## src/rtl/vc_output_requester_if.sv

```systemverilog
// Bundle between one input channel's flit FIFO, the four output-port arbiters
// and the crossbar, as seen by the VC output requester.
interface vc_output_requester_if #(
  parameter int FLIT_W = 8
);
  logic              fifo_empty;
  logic [FLIT_W-1:0] fifo_data;
  logic              fifo_rd;
  logic              req1;
  logic              req2;
  logic              req3;
  logic              req4;
  logic              gnt1;
  logic              gnt2;
  logic              gnt3;
  logic              gnt4;
  logic [FLIT_W-1:0] flit_out;
  logic              flit_valid;
  logic              busy;

  modport master (
    input  fifo_empty,
    input  fifo_data,
    input  gnt1,
    input  gnt2,
    input  gnt3,
    input  gnt4,
    output fifo_rd,
    output req1,
    output req2,
    output req3,
    output req4,
    output flit_out,
    output flit_valid,
    output busy
  );

  modport slave (
    output fifo_empty,
    output fifo_data,
    output gnt1,
    output gnt2,
    output gnt3,
    output gnt4,
    input  fifo_rd,
    input  req1,
    input  req2,
    input  req3,
    input  req4,
    input  flit_out,
    input  flit_valid,
    input  busy
  );
endinterface

```

## src/rtl/vc_output_requester.sv

```systemverilog
// Requests the output port addressed by the head flit, streams the whole
// packet to the crossbar once granted, then releases the request.
//
// state   | meaning
// IDLE    | waiting for a header flit at the FIFO head
// REQ     | req[dest] high, waiting for gnt[dest]
// SEND    | popping header and body flits while granted and FIFO non-empty
// RELEASE | all req low, waiting for gnt[dest] to drop
module vc_output_requester #(
  parameter int FLIT_W = 8
) (
  input  logic                  clk,
  input  logic                  reset,
  vc_output_requester_if.master bus
);

  localparam logic [1:0] S_IDLE    = 2'd0;
  localparam logic [1:0] S_REQ     = 2'd1;
  localparam logic [1:0] S_SEND    = 2'd2;
  localparam logic [1:0] S_RELEASE = 2'd3;

  logic [1:0]        state_q, state_d;
  logic [1:0]        dest_q, dest_d;
  logic [3:0]        cnt_q, cnt_d;
  logic              hdr_sent_q, hdr_sent_d;
  logic [3:0]        req_q, req_d;
  logic [FLIT_W-1:0] flit_q, flit_d;
  logic              flit_valid_q, flit_valid_d;

  logic [3:0] gnt_vec;
  logic       gnt_sel;
  logic       pop;

  assign gnt_vec = {bus.gnt4, bus.gnt3, bus.gnt2, bus.gnt1};
  assign gnt_sel = gnt_vec[dest_q];

  always_comb begin
    state_d      = state_q;
    dest_d       = dest_q;
    cnt_d        = cnt_q;
    hdr_sent_d   = hdr_sent_q;
    flit_d       = flit_q;
    flit_valid_d = 1'b0;
    pop          = 1'b0;

    case (state_q)
      S_IDLE: begin
        if (!bus.fifo_empty) begin
          dest_d     = bus.fifo_data[1:0];
          cnt_d      = bus.fifo_data[5:2];
          hdr_sent_d = 1'b0;
          state_d    = S_REQ;
        end
      end

      S_REQ: begin
        if (gnt_sel) begin
          state_d = S_SEND;
        end
      end

      S_SEND: begin
        if (gnt_sel && !bus.fifo_empty) begin
          pop          = 1'b1;
          flit_d       = bus.fifo_data;
          flit_valid_d = 1'b1;
          if (!hdr_sent_q) begin
            hdr_sent_d = 1'b1;
            if (cnt_q == 4'd0) begin
              state_d = S_RELEASE;
            end
          end else begin
            // cnt counts body flits still to pop; the one taken at cnt==1 is the tail
            if (cnt_q <= 4'd1) begin
              state_d = S_RELEASE;
            end
            if (cnt_q != 4'd0) begin
              cnt_d = cnt_q - 4'd1;
            end
          end
        end
      end

      S_RELEASE: begin
        hdr_sent_d = 1'b0;
        if (!gnt_sel) begin
          state_d = S_IDLE;
        end
      end

      default: begin
        state_d = S_IDLE;
      end
    endcase

    // Registered request follows the next state so it rises with REQ and drops with RELEASE
    if ((state_d == S_REQ) || (state_d == S_SEND)) begin
      req_d = 4'b0001 << dest_d;
    end else begin
      req_d = 4'b0000;
    end
  end

  always_ff @(posedge clk or posedge reset) begin
    if (reset) begin
      state_q      <= S_IDLE;
      dest_q       <= 2'd0;
      cnt_q        <= 4'd0;
      hdr_sent_q   <= 1'b0;
      req_q        <= 4'b0000;
      flit_q       <= '0;
      flit_valid_q <= 1'b0;
    end else begin
      state_q      <= state_d;
      dest_q       <= dest_d;
      cnt_q        <= cnt_d;
      hdr_sent_q   <= hdr_sent_d;
      req_q        <= req_d;
      flit_q       <= flit_d;
      flit_valid_q <= flit_valid_d;
    end
  end

  assign bus.fifo_rd    = pop;
  assign bus.req1       = req_q[0];
  assign bus.req2       = req_q[1];
  assign bus.req3       = req_q[2];
  assign bus.req4       = req_q[3];
  assign bus.flit_out   = flit_q;
  assign bus.flit_valid = flit_valid_q;
  assign bus.busy       = (state_q != S_IDLE);

endmodule

```

## src/flat_wrapper.sv

```systemverilog
// flat-port wrapper written by rule: the top's interface ports become plain ports
module vc_output_requester_flat 
#(
  parameter int FLIT_W = 8
)
  (clk, reset, bus_fifo_empty, bus_fifo_data, bus_gnt1, bus_gnt2, bus_gnt3, bus_gnt4, bus_fifo_rd, bus_req1, bus_req2, bus_req3, bus_req4, bus_flit_out, bus_flit_valid, bus_busy);
  vc_output_requester_if #(.FLIT_W(FLIT_W)) bus_i ();
  input  logic clk;
  input  logic reset;
  input wire logic [$bits(bus_i.fifo_empty)-1:0] bus_fifo_empty;
  input wire logic [$bits(bus_i.fifo_data)-1:0] bus_fifo_data;
  input wire logic [$bits(bus_i.gnt1)-1:0] bus_gnt1;
  input wire logic [$bits(bus_i.gnt2)-1:0] bus_gnt2;
  input wire logic [$bits(bus_i.gnt3)-1:0] bus_gnt3;
  input wire logic [$bits(bus_i.gnt4)-1:0] bus_gnt4;
  output wire logic [$bits(bus_i.fifo_rd)-1:0] bus_fifo_rd;
  output wire logic [$bits(bus_i.req1)-1:0] bus_req1;
  output wire logic [$bits(bus_i.req2)-1:0] bus_req2;
  output wire logic [$bits(bus_i.req3)-1:0] bus_req3;
  output wire logic [$bits(bus_i.req4)-1:0] bus_req4;
  output wire logic [$bits(bus_i.flit_out)-1:0] bus_flit_out;
  output wire logic [$bits(bus_i.flit_valid)-1:0] bus_flit_valid;
  output wire logic [$bits(bus_i.busy)-1:0] bus_busy;
  assign bus_i.fifo_empty = bus_fifo_empty;
  assign bus_i.fifo_data = bus_fifo_data;
  assign bus_i.gnt1 = bus_gnt1;
  assign bus_i.gnt2 = bus_gnt2;
  assign bus_i.gnt3 = bus_gnt3;
  assign bus_i.gnt4 = bus_gnt4;
  assign bus_fifo_rd = bus_i.fifo_rd;
  assign bus_req1 = bus_i.req1;
  assign bus_req2 = bus_i.req2;
  assign bus_req3 = bus_i.req3;
  assign bus_req4 = bus_i.req4;
  assign bus_flit_out = bus_i.flit_out;
  assign bus_flit_valid = bus_i.flit_valid;
  assign bus_busy = bus_i.busy;
  vc_output_requester #(.FLIT_W(FLIT_W)) u_core (.clk(clk), .reset(reset), .bus(bus_i));
endmodule
```

## config.mk

```make
export PLATFORM = sky130hd
export DESIGN_NAME = vc_output_requester_flat
export DESIGN_NICKNAME = d
export VERILOG_FILES = /design/src/rtl/vc_output_requester_if.sv /design/src/rtl/vc_output_requester.sv /design/src/flat_wrapper.sv
export SDC_FILE = /design/constraint.sdc
export NUM_CORES = 1
export LEC_CHECK = 0
export CAP_MARGIN = 0
export CORE_MARGIN = 5
export CORE_UTILIZATION = 40
export CTS_CLUSTER_SIZE = 20
export DETAILED_ROUTE_END_ITERATION = 7
export PLACE_DENSITY = 0.68
export SLEW_MARGIN = 20
export SYNTH_ARGS = -nofsm -noshare
export SYNTH_HDL_FRONTEND = slang
export SYNTH_SLANG_ARGS = --single-unit
```

## constraint.sdc

```tcl
create_clock -name clk -period 1.75 [get_ports clk]
set_input_delay 0.2625 -clock clk [delete_from_list [all_inputs] [get_ports clk]]
set_output_delay 0.2625 -clock clk [all_outputs]
set_load 0.05 [all_outputs]
```

==> out/qor.txt, run 1 <==
Post-synth EDFFs: 0
Initial Utilization: 40.9%
FFs w/ async S/R, synth: 100%
vias in the first global route: 883
Synth-to-Final Area Change: 44.1%
num ports: 30
TritonCTS clock tree: yes
pwr dens: 1900 nW/um^2
Util after Layout: 58.9%
layout cell share with drive strength beyond 1: 38.7%
kind of critical path: flip-flop to primary output
Core ar.: 2710 um^2
DPL Wire Length: 1840 um
Critical Path Fanout Max: 3
vias per cell: 5.12
Routed wire per std cell: 14.6 um
Inst Count DP: 160
number of core rows: 19
worst skew pair latency: 310 ps
Max Slew Vio Count: 0
die area: 3920 um^2
Die Span Y: 62.6 um
Routed Antenna Nets: 0
final antenna diode count: 0
post-synthesis compound-gate area fraction: 11.8%
largest net degree at the start of global routing: 23
register area share after synthesis: 49.7%
status: finished with violations
failing checks: setup timing
Netlist cell types: 31
# H-tree levels: 1
GRT Residual Overflow: 0
Setup-failing EPs final: 6
number of CTS-inserted buffers: 3
Synth Net Count: 112
Post-layout nets: 155
Final Critical Period: 1810 ps
Placed Area: 1450 um^2
Worst-path clk slew: 120 ps
skew final: 6.66 ps
DRC errors left: 0
fin crit share: 103%
CP arrival: 1550 ps
clock buffer depth: 2
Yosys top cell area share: 49.7%
final hold violations: 0
Simple-Gate Fraction of Synth Area: 13.7%
clock root cell: clkbuf_4
global-route wire length before repair: 4160 um
Non-Filler Instances: 168
Synth area leaders: dfrtp_1 (50%), mux2_2 (8.1%), mux2i_4 (4.1%)
Ys Warns: 0
worst vdd rail ir drop: 1.19 mV
die width: 62.6 um
total iterations of the first detailed-routing run: 4
Syn Inst Count: 95
max-cap violation count: 0
Reg2Reg Depth: 6
mux contribution to synthesized area: 17.1%
DR vias: 860
Worst Tran Pin Value: 502 ps
Leak: 0.000783 uW
leading area contributor after synthesis: dfrtp_1
Synth Area in Adders: 2.26%
CTS Sinks: 22
CP Launch Type: flip-flop
GRT Util Overall: 13.4%
Mapped Area: 1110 um^2
Required @ worst endpoint: 1490 ps
RD Place Congestion: 0.749
#FFs+latches synth: 22
unrepaired setup endpoints after global routing: true
Hold Crit Class: input port to asynchronous set/reset pin
main combinational cell family by area after synthesis: multiplexers
Initial DRC Count: 12
xor/xnor share of the synthesized area: 0%
Max-slew headroom: 66.5%
PortBufs: 29
Worst setup EP type: primary output
Syn Area/Cell: 11.7 um^2
Final Worst Setup Slack: -60.9 ps
final WL: 2460 um
fin area: 1600 um^2
Fmax: 0.552 GHz
top_reg_cell synth: dfrtp_1
initial antenna violation count: 0
==> metrics by stage <==
step / power [uW] / setup TNS (ps) / hold WS [ps] / setup WS [ps]
after CTS: 2950 / -156 / 256 / -98.3
after global routing: 3240 / -692 / 280 / -123
after floorplan: 2120 / 0 / 252 / 8.58
final: 3040 / -209 / 263 / -60.9
after detailed placement: 2610 / -2440 / 478 / -188
after global placement: 2580 / -1930 / 471 / -155
==> final timing paths <==
check                                  startpoint                endpoint  slack, ps
min in group clk           u_core.bus.flit_out[0]  u_core.bus.flit_out[0]        500
hold / removal                              reset         u_core.cnt_q[3]        260
hold reg to reg            u_core.bus.flit_out[0]  u_core.bus.flit_out[0]        500
setup reg to reg                 u_core.dest_q[1]  u_core.bus.flit_out[2]        -30
max in group asynchronous                   reset        u_core.dest_q[1]       1250
setup / recovery                 u_core.dest_q[1]             bus_fifo_rd        -60
==> repair_timing <==
action                     CTS  global route
setup endpoints to repair    2            16
hold buffers                 0             0
resized for setup            5            13
buffers inserted             3             1
pin swaps                    1             2
==> cells in the mapped netlist (2+ instances only) <==
cell,instances
dfrtp_1,22
mux2i_1,2
inv_1,6
inv_2,3
a21oi_1,5
mux2i_4,2
o21ai_0,2
mux2_2,8
nand2_1,7
nor4_1,4
ha_1,2
mux2_1,3
nor2b_1,2
nor3_1,2
nand2b_1,2
nor2_1,5
buf_6,2
a21o_1,2
a221oi_1,2
==> final cells by class <==
class | instances | area (um^2)
Multi-Input combinational cell | 61 | 554
Sequential cell | 22 | 552
Clock buffer | 4 | 36.3
Fill cell | 237 | 1110
Inverter | 9 | 36.3
Tap cell | 31 | 38.8
Timing Repair Buffer | 41 | 378
==> layer usage <==
metal,global-route usage (%),part of all wire [%]
met5,0,0
met4,7.16,2.2
met3,3.06,6.1
met2,21.5,50
met1,16.6,42
==> logic make-up (layout without fill, tap and decap cells) <==
group           count (synthesis)  after routing
mux                            15             15
simple gates                   27             27
compound gates                 17             17
buf+inv                        12             54
flops                          22             22
fa+ha+maj                       2              2
==> sequential cells by signal, summed over array words and instances, names as in the netlist <==
name,flops
u_core.dest_q,2
u_core.bus.flit_valid,1
u_core.bus.flit_out,8
u_core.cnt_q,4
u_core.state_q,2
u_core.hdr_sent_q,1
u_core.req_q,4
==> cells in the final DEF, fill, tap and decap left out, drive strengths merged, types with 4 or more instances in the layout <==
cell           instances
a21oi                  5
buf                   24
clkbuf                 4
clkdlybuf4s50         14
dfrtp                 22
inv                    9
mux2                  11
mux2i                  4
nand2                  7
nor2                   5
nor4                   4
==> where the power goes <==
part / internal (uW) / total, uW / leakage (uW) / switching, uW
clock: 127 / 280 / 0.0000210 / 153
combinational: 765 / 1830 / 0.000493 / 1060
sequential: 737 / 925 / 0.000270 / 188
==> critical path: stages (launching register included) <==
cell and delay [ps]:
dfrtp_2 460, mux2_4 340, a22oi_4 220, inv_4 70, buf_12 150
(Power assumes the default switching activity.)
==> run 2: changes to the inputs <==
- GPL_TIMING_DRIVEN: not set -> 0
==> run 2 against run 1 <==
Effect of this change: the run still ends with setup timing left; count of clock-buffer cells in the layout is 1 lower; register-to-register slack improved by 70 ps; worst setup slack gained 7.0 ps; sequential share of layout area up 0.67 points; critical path type unchanged; critical endpoint unchanged; wire length increased by 7.6%; first-iteration DRC count is 50% higher; core utilization decreased by 1.2 points; sequential cell count is the same; combinational power shrank 3%; largest cell class is now flip-flops and latches.
==> out/qor.txt, run 2 (synthesis results as in run 1) <==
status: finished with violations
failing checks: setup timing
Hold Crit Class: input port to asynchronous set/reset pin
total iterations of the first detailed-routing run: 4 (unchanged)
Core ar.: 2710 um^2 (unchanged)
Max-slew headroom: 43.9% (-23 points)
Routed Antenna Nets: 0 (unchanged)
RD Place Congestion: 0.698 (-6.9%)
worst vdd rail ir drop: 1.20 mV (+0.41%)
Initial Utilization: 40.9% (unchanged)
unrepaired setup endpoints after global routing: true
final antenna diode count: 0 (unchanged)
Slowest Stage Delay on Critical Path: 390 ps (-70 ps)
Worst Tran Pin Value: 841 ps (+339 ps)
Layout fillers: 252 (+6.3%)
DRC errors left: 0 (unchanged)
die width: 62.6 um (unchanged)
clock buffer depth: 2 (unchanged)
commonest non-fill, non-tap cell in the layout: dfrtp_1
Leak: 0.000813 uW (+3.8%)
global-route wire length before repair: 4260 um (+2.3%)
Required @ worst endpoint: 1490 ps (about the same)
R2R Path End: u_core.cnt_q[2]
skew final: 5.62 ps (-1.04 ps)
Initial DRC Count: 18 (+6)
max-cap violation count: 0 (unchanged)
layout cell share with drive strength beyond 1: 25.0% (-14 points)
CTS Hold Bufs: 0 (unchanged)
Reg2Reg Depth: 7 (+1)
CP Launch Type: flip-flop
Util after Layout: 57.6% (-1.2 points)
Synth-to-Final Area Change: 41.0%
WP buf/inv: 3 (+1)
Final Worst Setup Slack: -53.9 ps (+7.01 ps)
kind of critical path: flip-flop to primary output
Min Hold Slack: 411 ps (+148 ps)
cell breakdown of the critical path: buf_4 -> and4bb_2 -> a22oi_4 -> inv_4 -> buf_6
max reg flops: 8 (unchanged)
DPL Wire Length: 1890 um (+2.6%)
Post-layout nets: 150 (-3.2%)
Routed wire per std cell: 16.2 um (+11%)
worst skew pair latency: 310 ps (about the same)
most frequent cells in the layout: dfrtp_1 (22), clkdlybuf4s50_1 (13)
delay-heaviest family, CP: flip-flops
r2r setup slk: 40 ps (+70 ps)
Fmax: 0.554 GHz (+0.39%)
pwr dens: 1950 nW/um^2 (+2.7%)
Final Critical Period: 1800 ps (-7.01 ps)
DR vias: 853 (-0.81%)
GRT Residual Overflow: 0 (unchanged)
number of core rows: 19 (unchanged)
Critical Path Fanout Max: 10 (+7)
Worst-path clk slew: 130 ps (about the same)
PortBufs: 29 (unchanged)
# H-tree levels: 1 (unchanged)
slowest library cell on the worst path: dfrtp_1
clock root cell: clkbuf_4
fin crit share: 103% (-0.40 points)
TritonCTS clock tree: yes
total power: 3050 uW (+0.50%)
FF-to-FF Start: u_core.state_q[1]
Worst setup EP type: primary output
CTS Sinks: 22 (unchanged)
Max Slew Vio Count: 0 (unchanged)
vias per cell: 5.23 (+2.2%)
initial antenna violation count: 0 (unchanged)
num ports: 30 (unchanged)
Setup-failing EPs final: 1 (-5)
vias in the first global route: 875 (-0.91%)
final hold violations: 0 (unchanged)
Die Span Y: 62.6 um (unchanged)
final WL: 2640 um (+7.6%)
GRT Util Overall: 13.7% (+0.27 points)
CP arrival: 1540 ps (about the same)
die area: 3920 um^2 (unchanged)
number of CTS-inserted buffers: 3 (unchanged)
largest net degree at the start of global routing: 23 (unchanged)
[run 2: timing repair]
item	CTS	global route
pin swaps	1	2
gates resized for setup	23	11
gates cloned	0	0
buffers inserted	3	1
endpoints found under the setup margin	15	14
[run 2: layout make-up]
cell class | count | area, um^2 | share of cell area (%)
Tap cell | 31 | 38.8 | 2.48
Inverter | 9 | 36.3 | 2.32
Clock buffer | 3 | 22.5 | 1.44
Sequential cell | 22 | 551 | 35.3
Clock inverter | 1 | 30.0 | 1.92
Timing Repair Buffer | 33 | 325 | 20.8
Buffer | 3 | 30.0 | 1.92
Multi-Input combinational cell | 61 | 528 | 33.8
[run 2: metrics by stage]
stage                     TNS [ps]  setup slack [ps]  instance area [um^2]  instances
after floorplan                  0              8.58                  1110         95
after global placement       -4540              -868                  1440        155
after detailed placement     -5420              -938                  1440        155
after CTS                    -67.4             -67.4                  1520        162
after global routing          -233              -127                  1560        163
final                        -53.9             -53.9                  1560        163
[run 2: worst max-delay path by stage]
stage / depth (start not counted) / to / slack, ps / from
floorplan: 5 / u_core.cnt_q[2] / 9 / u_core.dest_q[1]
global placement: 5 / bus_fifo_rd / -870 / bus_fifo_empty
detailed placement: 5 / bus_fifo_rd / -940 / bus_fifo_empty
CTS: 4 / bus_fifo_rd / -70 / u_core.dest_q[1]
global route: 4 / bus_fifo_rd / -130 / u_core.dest_q[1]
finish: 5 / bus_fifo_rd / -50 / u_core.state_q[1]
[run 2: power by group]
part / internal (uW) / switching, uW
Combinational: 691 / 1080
Sequential: 734 / 156
Clock: 232 / 161
Total: 1660 / 1390
[run 2: routing by layer]
layer / wire length (um) / up-vias / GRT usage (%)
met5: 0 / - / 0
met4: 0 / 0 / 2.39
met3: 151 / 0 / 4.68
met2: 1420 / 30 / 24.1
met1: 1080 / 412 / 16.2
li1: - / 411 / -
==> run 3: changes to the inputs <==
- PLACE_DENSITY: 0.68 -> 0.71
- clock period: 1.75 -> 1.5 ns (I/O delays scaled with it)
==> run 3 against run 2 <==
Effect of this change: core utilization is 6.8 points higher; clock skew down 3.1 ps; highest routed layer is now met4; via count up 7.3%; worst setup slack got worse by 210 ps; power up 34%; sequential share of layout area down 3.6 points; hold slack worse by 63 ps; largest power group unchanged; die area did not move; wire length is 4.6% higher; the flow still finishes with violations (setup timing); sequential power increased by 18%; final area grew 12%; non-clock buffer count grew 10.
==> out/qor.txt, run 3 (synthesis results as in run 1) <==
status: finished with violations
failing checks: setup timing
fin crit share: 117%
die width: 62.6 um (unchanged)
skew final: 2.49 ps (-3.13 ps)
num ports: 30 (unchanged)
Layout fillers: 234 (-7.1%)
Die Span Y: 62.6 um (unchanged)
Final Critical Period: 1760 ps
final hold violations: 0 (unchanged)
PortBufs: 29 (unchanged)
max-cap violation count: 0 (unchanged)
Net Sw Frac: 45.3% (-0.33 points)
global-route wire length before repair: 4720 um (+11%)
commonest non-fill, non-tap cell in the layout: dfrtp_1
Required @ worst endpoint: 1720 ps (+230 ps)
Initial Utilization: 40.9% (unchanged)
initial antenna violation count: 0 (unchanged)
Pint: 2240 uW (+35%)
Net Sw Power: 1860 uW (+33%)
FF-to-FF Start: u_core.dest_q[0]
DRC errors left: 0 (unchanged)
final WL: 2760 um (+4.6%)
Leak: 0.000816 uW (+0.31%)
final antenna diode count: 0 (unchanged)
Synth-to-Final Area Change: 57.6%
CTS Sinks: 22 (unchanged)
worst skew pair latency: 320 ps (about the same)
Routed Antenna Nets: 0 (unchanged)
Core ar.: 2710 um^2 (unchanged)
WP buf/inv: 2 (-1)
Post-layout nets: 160 (+6.7%)
TritonCTS clock tree: yes
Routed wire per std cell: 16.0 um (-1.5%)
sequential fraction of design power: 25.8% (-3.4 points)
GRT Util Overall: 15.2% (+1.5 points)
Fmax: 0.568 GHz
slowest library cell on the worst path: dfrtp_2
number of CTS-inserted buffers: 3 (unchanged)
pwr dens: 2340 nW/um^2 (+20%)
Hold Crit Class: input port to asynchronous set/reset pin
vias in the first global route: 1002 (+15%)
vias per cell: 5.29 (+1.1%)
Critical Path Fanout Max: 6 (-4)
Final Worst Setup Slack: -261 ps (-207 ps)
most frequent cells in the layout: dfrtp_1 (20), clkdlybuf4s50_1 (13), buf_4 (11)
number of core rows: 19 (unchanged)
Initial DRC Count: 19 (+1)
kind of critical path: flip-flop to flip-flop
total iterations of the first detailed-routing run: 5 (+1)
DPL Wire Length: 1810 um (-3.9%)
delay-heaviest family, CP: compound AO/OA/AOI/OAI gates
die area: 3920 um^2 (unchanged)
combinational share of power: 63.0% (+5.1 points)
worst vdd rail ir drop: 1.55 mV (+29%)
Setup-failing EPs final: 21 (+20)
clock buffer depth: 2 (unchanged)
# H-tree levels: 1 (unchanged)
RD Place Congestion: 0.726 (+4.1%)
CP arrival: 1980 ps (+440 ps)
Max-slew headroom: 45.0% (+1.1 points)
DR vias: 915 (+7.3%)
Worst Tran Pin Value: 824 ps (-16.9 ps)
sequential standard cell area: 553 um^2 (+0.45%)
cell breakdown of the critical path: nor4b_4 -> a22oi_4 -> buf_4 -> buf_6 -> o311a_1 -> a21o_1
Util after Layout: 64.4% (+6.8 points)
CP Launch Type: flip-flop
Worst setup EP type: flip-flop
Max Slew Vio Count: 0 (unchanged)
largest net degree at the start of global routing: 23 (unchanged)
layout cell share with drive strength beyond 1: 38.7% (+14 points)
power share of the clock group: 11.3% (-1.6 points)
fin area: 1750 um^2 (+12%)
unrepaired setup endpoints after global routing: true
clock root cell: clkbuf_4
GRT Residual Overflow: 0 (unchanged)
Critical Path Source: u_core.dest_q[0]
Slowest Stage Delay on Critical Path: 460 ps (+70 ps)
CTS Hold Bufs: 0 (unchanged)
Worst-path clk slew: 130 ps (about the same)
max reg flops: 8 (unchanged)
area of the multi-input gates: 622 um^2 (+18%)
Placed Area: 1450 um^2 (+0.87%)
run 3: cell types whose count changed in the layout (fill, tap and decap cells not counted), moves of 3 or more:
cell,before,now
dlymetal6s2s_1,7,0
nor4_4,0,4
buf_4,5,11
dlygate4sd2_1,7,10
clkdlybuf4s15_1,0,4
run 3: cell type report:
cell class,instances,share of cell area (%)
inverter,9,2.22
timing repair buffer,44,23.8
multi-input combinational,61,35.6
tap,31,2.22
clock inverter,1,1.72
buffer,2,1.43
sequential,22,31.7
clock buffer,3,1.29
run 3: what timing repair did:
action                     in CTS  in global routing
gates resized for setup        52                 13
setup buffers                  10                  6
setup endpoints to repair      31                 25
pin swaps                      12                  5
gates cloned                    0                  0
run 3: per-layer routing:
layer / global-route usage [%] / wire [um]
met1: 16.8 / 1070
met2: 26.2 / 1470
met3: 4.14 / 163
met4: 7.96 / 63
met5: 0 / 0
run 3: path summary, 6_finish.rpt:
| kind | endpoint | slack [ps] | depth (start not counted) |
|---|---|---|---|
| setup / recovery | u_core.cnt_q[2] | -260 | 6 |
| hold / removal | u_core.bus.flit_out[2] | 350 | 2 |
| min in group clk | u_core.bus.flit_out[6] | 490 | 2 |
| setup reg to reg | u_core.cnt_q[2] | -260 | 6 |
| max in group asynchronous | u_core.state_q[0] | 590 | 2 |
| hold reg to reg | u_core.bus.flit_out[0] | 500 | 1 |
run 3: per-stage QoR:
stage	total power, uW	setup TNS (ps)	instances	worst slack [ps]	hold WS [ps]
2_1_floorplan	2500	-1280	95	-179	214
3_3_place_gp	3020	-8970	155	-986	468
3_5_place_dp	3080	-9770	155	-1030	483
4_1_cts	3910	-3210	169	-264	378
5_1_grt	4330	-4390	173	-313	438
6_report	4090	-3490	173	-261	348
run 3: worst register-to-register path, stage by stage, from the launching register on:
cell	delay, ps
dfrtp_2	460
nor4b_4	340
a22oi_4	150
buf_4	150
buf_6	130
o311a_1	290
a21o_1	150
run 3: power groups by stage:
stage	registers [uW]	clock network (uW)	logic, uW
6_report	1050	461	2580
5_1_grt	1100	499	2740
4_1_cts	1030	472	2420
3_5_place_dp	1060	0	2020
3_3_place_gp	1040	0	1980
2_1_floorplan	1540	0	951
